File: config.mk
export PLATFORM = sky130hd
export DESIGN_NAME = univ_reg_n
export DESIGN_NICKNAME = d
export VERILOG_FILES = /design/src/rtl/univ_reg_n.sv
export SDC_FILE = /design/constraint.sdc
export NUM_CORES = 1
export LEC_CHECK = 0
export BUFFER_PORTS_ARGS = -buffer_cell sky130_fd_sc_hd__buf_2
export CAP_MARGIN = 20
export CORE_UTILIZATION = 50
export DETAILED_ROUTE_END_ITERATION = 10
export GPL_ROUTABILITY_DRIVEN = 0
export PLACE_DENSITY_LB_ADDON = 0.12
export SYNTH_ARGS = -nofsm -noshare
export SYNTH_HDL_FRONTEND = slang
export SYNTH_SLANG_ARGS = --single-unit
File: constraint.sdc
create_clock -name clk -period 3.9 [get_ports clk]
set_clock_uncertainty 0.1 [all_clocks]
set_input_delay 0.975 -clock clk [delete_from_list [all_inputs] [get_ports clk]]
set_output_delay 0.975 -clock clk [all_outputs]
set_load 0.05 [all_outputs]
File: src/rtl/univ_reg_n.sv
// Universal WIDTH-bit register: clear/set, load, shift, rotate, up/down count.
// Registered carry/shift-out flag and combinational terminal-count flag.
module univ_reg_n #(
    parameter int               WIDTH     = 8,
    parameter logic [WIDTH-1:0] SET_VALUE = {WIDTH{1'b1}}
) (
    input  logic             clk,
    input  logic             clr,
    input  logic             set,
    input  logic             en,
    input  logic [2:0]       mode,
    input  logic [WIDTH-1:0] d,
    input  logic             sin,
    output logic [WIDTH-1:0] q,
    output logic             co,
    output logic             tc
);

    typedef enum logic [2:0] {
        M_HOLD = 3'b000,
        M_LOAD = 3'b001,
        M_SHL  = 3'b010,
        M_SHR  = 3'b011,
        M_ROL  = 3'b100,
        M_ROR  = 3'b101,
        M_INC  = 3'b110,
        M_DEC  = 3'b111
    } mode_e;

    mode_e            op;
    logic             all_ones;
    logic             all_zero;
    logic [WIDTH-1:0] q_nx;
    logic             co_nx;

    assign op       = mode_e'(mode);
    assign all_ones = &q;
    assign all_zero = ~|q;

    // tc looks only at q and mode so it can gate the next stage this cycle
    assign tc = ((op == M_INC) && all_ones) ||
                ((op == M_DEC) && all_zero);

    always_comb begin
        q_nx  = q;
        co_nx = co;
        case (op)
            M_HOLD: begin
                q_nx  = q;
                co_nx = co;
            end
            M_LOAD: q_nx = d;
            M_SHL: begin
                q_nx  = {q[WIDTH-2:0], sin};
                co_nx = q[WIDTH-1];
            end
            M_SHR: begin
                q_nx  = {sin, q[WIDTH-1:1]};
                co_nx = q[0];
            end
            M_ROL: begin
                q_nx  = {q[WIDTH-2:0], q[WIDTH-1]};
                co_nx = q[WIDTH-1];
            end
            M_ROR: begin
                q_nx  = {q[0], q[WIDTH-1:1]};
                co_nx = q[0];
            end
            M_INC: begin
                q_nx  = q + 1'b1;
                co_nx = all_ones;
            end
            M_DEC: begin
                q_nx  = q - 1'b1;
                co_nx = all_zero;
            end
            default: begin
                q_nx  = q;
                co_nx = co;
            end
        endcase
    end

    always_ff @(posedge clk) begin
        if (clr) begin
            q  <= '0;
            co <= 1'b0;
        end else if (set) begin
            q  <= SET_VALUE;
            co <= 1'b0;
        end else if (en) begin
            q  <= q_nx;
            co <= co_nx;
        end
    end

endmodule

==> results of run 1 <==
-- synthesized netlist by cell type (all sizes together) (2+ instances only) --
cell	instances	share of area, %
a211oi	8	6.0
a21o	4	3.0
a21oi	3	1.5
a221oi	3	2.6
a31oi	2	1.3
and2	3	1.9
buf	9	5.1
dfxtp	9	18
inv	7	2.6
mux2i	6	6.0
nand2	8	3.0
nand2b	3	1.9
nand3	3	1.5
nor2	10	3.8
nor2b	6	3.8
nor3	5	2.5
nor3b	2	1.5
nor4	3	2.5
o21ai	5	2.5
o41ai	5	4.4
or3	3	1.9
or4	2	1.5
xnor2	3	2.6
-- power breakdown --
| part | total (mW) | switching (mW) | internal, mW |
|---|---|---|---|
| Clock | 0.0812 | 0.0415 | 0.0397 |
| Sequential | 0.121 | 0.0206 | 0.101 |
| Combinational | 0.135 | 0.0862 | 0.0486 |
-- final timing paths --
check	startpoint	to	slack (ns)	depth (start not counted)
max	mode[0]	tc	0.48	6
min	q[6]	q[6]	0.45	2
max reg2reg	q[1]	q[6]	1.74	6
min reg2reg	q[6]	q[6]	0.45	2
-- cell families (layout without fill, tap and decap cells) --
group / after synthesis / after routing / synth area share (%)
AND/OR/NAND/NOR: 53 / 53 / 30.0
AO/OA/AOI/OAI: 40 / 40 / 30.7
buffers and inverters: 17 / 36 / 8.14
flip-flops: 9 / 9 / 18.0
multiplexers: 7 / 7 / 8.26
XOR/XNOR: 3 / 3 / 2.63
adder cells (fa/ha/maj): 2 / 2 / 2.25
-- layout make-up --
| cell class | count | area [µm²] |
|---|---|---|
| well taps | 25 | 31.3 |
| clock buffers | 4 | 26.3 |
| fillers | 172 | 674 |
| repair buffers | 25 | 125 |
| flip-flops and latches | 9 | 180 |
| multi-input cells | 105 | 738 |
| inverters | 7 | 26.3 |
-- cells in the final DEF (no fill, tap or decap), types with 3 or more instances in the layout --
master    instances
a211oi_1          8
a21o_1            4
a21oi_1           3
a221oi_1          3
and2_1            3
buf_2            25
clkbuf_4          3
dfxtp_1           9
inv_1             7
mux2i_1           6
nand2_1           8
nand2b_1          3
nand3_1           3
nor2_1           10
nor2b_1           6
nor3_1            5
o21ai_0           5
o41ai_1           5
or3_1             3
xnor2_1           3
-- metrics by stage --
step	utilization (%)	hold slack, ns	area, µm²	cells
3_3_place_gp	61.1	0.445	1100	171
3_5_place_dp	61.1	0.439	1100	171
6_report	62.6	0.449	1130	175
5_1_grt	62.6	0.478	1130	175
4_1_cts	62.6	0.451	1130	175
2_1_floorplan	-	0.632	1000	131
-- registers in the layout (all words and copies together), names as in the netlist --
register and count:
co 1, q 8
-- layer usage --
| layer | vias up | global-route usage, % | wire length [µm] |
|---|---|---|---|
| li1 | 542 | - | - |
| met1 | 505 | 37.0 | 1160 |
| met2 | 69 | 45.6 | 1310 |
| met3 | 2 | 7.84 | 268 |
| met4 | 0 | 7.43 | 11 |
| met5 | - | 0 | 0 |
-- worst max-delay path, delay by kind of cell --
family                 cells  cell delay [ns]
and+or+nand+nor            2             0.46
buffers and inverters      3             0.70
AOI/OAI and AO/OA          1             0.20
==> flow_metrics.tcl, run 1 <==
set metrics [dict create \
    fin_tns_setup_ns 0 \
    grt.overflow.total 0 \
    clockBufferDepth 2 \
    post_cts_buffers 0 \
    clk_latency_ns 0.27 \
    layout-drive-gt1-share_pct 22.0 \
    seq_area_frac_synth_pct 18.0 \
    path_class "in2out" \
    synth_top_flop_cell "dfxtp_1" \
    grt_pass1_vias 973 \
    core_area_um2 1800 \
    synth_area_um2 1000 \
    io_pins 26 \
    via_per_inst 6.39 \
    ys_warn_count 0 \
    critPathCaptureType "output port" \
    wl_per_cell_um 15.7 \
    slowest_stage "buf_2" \
    numCtsBuffers 3 \
    slew_headroom_pct 69.5 \
    run_status "finished clean" \
    drt_iter0_drc 57 \
    postCtsHoldBufs 0 \
    synth_cells 131 \
    antenna_found_initial 0 \
    critical_path_arrival_ns 2.35 \
    rows 15 \
    clkSinkCount 9 \
    areaGrowthSynthToFinish_pct 12.8 \
    slew_viol_final 0 \
    initial_core_util_pct 55.5 \
    firstDrtPassIters 4 \
    clk_pin_slew_ns 0.07 \
    grt_pass1_wl_mm 4.40 \
    p_per_area_nw_per_um2 299 \
    cp_slowest_stage_delay_ns 0.38 \
    cts_resized 0 \
    cp_max_fo 25 \
    worst-slew-pin-transition_ns 0.457 \
    start_kind "primary input" \
    setup_viol 0 \
    drt-total-wl_mm 2.75 \
    numPortBuffers 25 \
    cp_cell_sequence "buf_2 > nand2b_1 > nor4_1 > o21ai_0 > inv_1 > buf_2" \
    syn_nets 148 \
    cap_violations 0 \
    place_ws_ns 0.525 \
    finalHoldViolations 0 \
    synth-seq-cells 9 \
    cts-root-buf "clkbuf_4" \
    vdd_drop_max_mv 0.212 \
    die_w_um 46.7 \
    hp-class "reg2reg" \
    die_h_um 46.7 \
    crit_path_frequent_cell "buf_2" \
    required_ns 2.82 \
    htreeDepth 1 \
    hpwlAfterDp_mm 1.91 \
    grt_usage_pct 28.3 \
    avgSynthCellArea_um2 7.63 \
    grt_max_degree 26 \
    setup_slack_ns 0.475 \
    ant_nets 0 \
    postSynth.asyncResetShare_pct 0 \
    max_freq_ghz 0.292 \
    cts_tree "yes" \
    period_share_pct 87.8 \
    via_count 1118 \
    rsz0062_at_grt "false" \
    ys_types 46 \
    synth-edff-count 0 \
    p_leak_nw 0.463 \
    p_total_uw 337 \
    nets 168 \
    drc 0 \
    antenna_cells 0 \
    fp.dieArea_um2 2180 \
    fin_crit_ns 3.42 \
]
Power figures use the tool's default switching activity.
==> inputs of run 2 (changes only) <==
--- a/config.mk
+++ b/config.mk
@@ -5,7 +5,7 @@
 export SDC_FILE = /design/constraint.sdc
 export NUM_CORES = 1
 export LEC_CHECK = 0
-export BUFFER_PORTS_ARGS = -buffer_cell sky130_fd_sc_hd__buf_2
+export BUFFER_PORTS_ARGS = -buffer_cell sky130_fd_sc_hd__clkbuf_2
 export CAP_MARGIN = 20
 export CORE_UTILIZATION = 50
 export DETAILED_ROUTE_END_ITERATION = 10
==> run 2 against run 1 <==
Sequential share of layout area is 0.11 points lower. First-iteration DRC count is 54% lower. Final cell count is 0.57% higher. Critical endpoint unchanged. Wire length is 3.8% lower. Sequential power hardly changed. Via count is 1.4% lower. Worst hold slack worse by 0.0031 ns. Register-to-register slack better by 0.05 ns. Setup slack better by 0.13 ns. Largest cell class unchanged. Utilization is 0.42 points higher.
==> flow_metrics.tcl, run 2 (same netlist as run 1, synthesis figures left out) <==
set metrics [dict create \
    run_status "finished clean" \
    clockBufferDepth 2 \
    cp_slowest_stage_delay_ns 0.28 \
    fp.dieArea_um2 2180 \
    cts-root-buf "clkbuf_4" \
    ant_nets 0 \
    finalHoldViolations 0 \
    placed_cells 172 \
    layout-drive-gt1-share_pct 22.5 \
    grt.overflow.total 0 \
    cp_cell_sequence "clkbuf_2 > nand2b_1 > nor4_1 > o21ai_0 > inv_1 > clkbuf_2" \
    postCtsHoldBufs 0 \
    cts_tree "yes" \
    critPathCaptureType "output port" \
    p_per_area_nw_per_um2 294 \
    numPortBuffers 25 \
    cts_resized 0 \
    cp_max_fo 17 \
    via_per_inst 6.26 \
    antenna_found_initial 0 \
    max_freq_ghz 0.304 \
    fin_tns_setup_ns 0 \
    clkSinkCount 9 \
    nets 169 \
    hp-class "reg2reg" \
    grt_usage_pct 26.5 \
    clk_latency_ns 0.27 \
    rsz0062_at_grt "false" \
    post_cts_buffers 0 \
    io_pins 26 \
    antenna_cells 0 \
    grt_pass1_vias 908 \
    final_area_um2 1130 \
    final_core_util_pct 63.0 \
    nFillCells 174 \
    critPathTopFamily "buffers and inverters" \
    path_class "in2out" \
    crit_path_frequent_cell "clkbuf_2" \
    startpoint "mode[0]" \
    grt_max_degree 21 \
    setup_viol 0 \
    grt_pass1_wl_mm 4.08 \
    place_area_um2 1110 \
    die_h_um 46.7 \
    wl_per_cell_um 15.0 \
    slew_viol_final 0 \
    hpwlAfterDp_mm 1.92 \
    regToRegStartpoint "q[1]" \
    final_common_cell "clkbuf_2" \
    initial_core_util_pct 55.5 \
    required_ns 2.82 \
    clk_pin_slew_ns 0.07 \
    rows 15 \
    firstDrtPassIters 4 \
    numCtsBuffers 3 \
    drt_iter0_drc 26 \
    vdd_drop_max_mv 0.195 \
    setup_slack_ns 0.610 \
    period_share_pct 84.4 \
    via_count 1102 \
    p_leak_nw 0.468 \
    die_w_um 46.7 \
    largest-register "q" \
    drc 0 \
    reg_top3 "q: 8 flops, co: 1 flops" \
    htreeDepth 1 \
    slew_headroom_pct 71.6 \
    worst-slew-pin-transition_ns 0.423 \
    place_ws_ns 0.632 \
    layoutNonFillerInstCount 176 \
    multi_input_area_um2 738 \
    start_kind "primary input" \
    areaGrowthSynthToFinish_pct 13.5 \
    largest_reg_flops 8 \
    cap_violations 0 \
    fin_crit_ns 3.29 \
    core_area_um2 1800 \
    drt-total-wl_mm 2.65 \
    worstHoldStart "co" \
    layout_common_cells "25 x clkbuf_2, 10 x nor2_1, 9 x dfxtp_1" \
    seq_area_um2 180 \
    slowest_stage "clkbuf_2" \
    crit_buf_inv 3 \
    critical_path_arrival_ns 2.22 \
]
run 2: cell types whose count changed in the layout (fill, tap and decap cells not counted):
cell	previous run	this run
clkbuf_2	0	25
buf_2	25	0
buf_4	0	1
run 2: layer usage:
layer  vias to the layer above  share of wire (%)  wire length [µm]  global-route usage [%]
met5                         -                  0                 0                       0
met4                         0                1.6                41                    10.3
met3                         4                5.2               138                    3.92
met2                        32                 48              1280                    43.3
met1                       516                 45              1190                    35.0
li1                        550                  -                 -                       -
run 2: area by class of cell:
| type | instances | share of cell area [%] |
|---|---|---|
| multi-input cells | 105 | 65.0 |
| flip-flops and latches | 9 | 15.9 |
| repair buffers | 26 | 11.7 |
| well taps | 25 | 2.76 |
| clock buffers | 4 | 2.32 |
| inverters | 7 | 2.32 |
run 2: per-stage QoR:
step	total power [mW]	hold slack (ns)
CTS	0.334	0.442
floorplan	0.226	0.632
global placement	0.254	0.448
global route	0.353	0.495
detailed placement	0.257	0.432
finish	0.334	0.446
run 2: final timing paths:
| check | to | slack, ns | depth (start not counted) |
|---|---|---|---|
| worst max-delay path | tc | 0.61 | 6 |
| worst min-delay path | co | 0.45 | 2 |
| worst max register to register | q[6] | 1.79 | 6 |
| worst min register to register | co | 0.45 | 2 |
run 2: worst register-to-register path, stage by stage (launching register included):
cell and delay [ns]:
dfxtp_1 0.54, xnor2_1 0.13, ha_1 0.23, or4_1 0.45, nor4_2 0.23, o41ai_1 0.12, a221oi_1 0.23
run 2: power by group:
group / leakage (nW) / total (mW) / internal [mW] / switching (mW)
Clock: 0.0150 / 0.0780 / 0.0396 / 0.0383
Sequential: 0.0753 / 0.122 / 0.101 / 0.0209
Combinational: 0.377 / 0.134 / 0.0489 / 0.0855
Total: 0.468 / 0.334 / 0.189 / 0.145
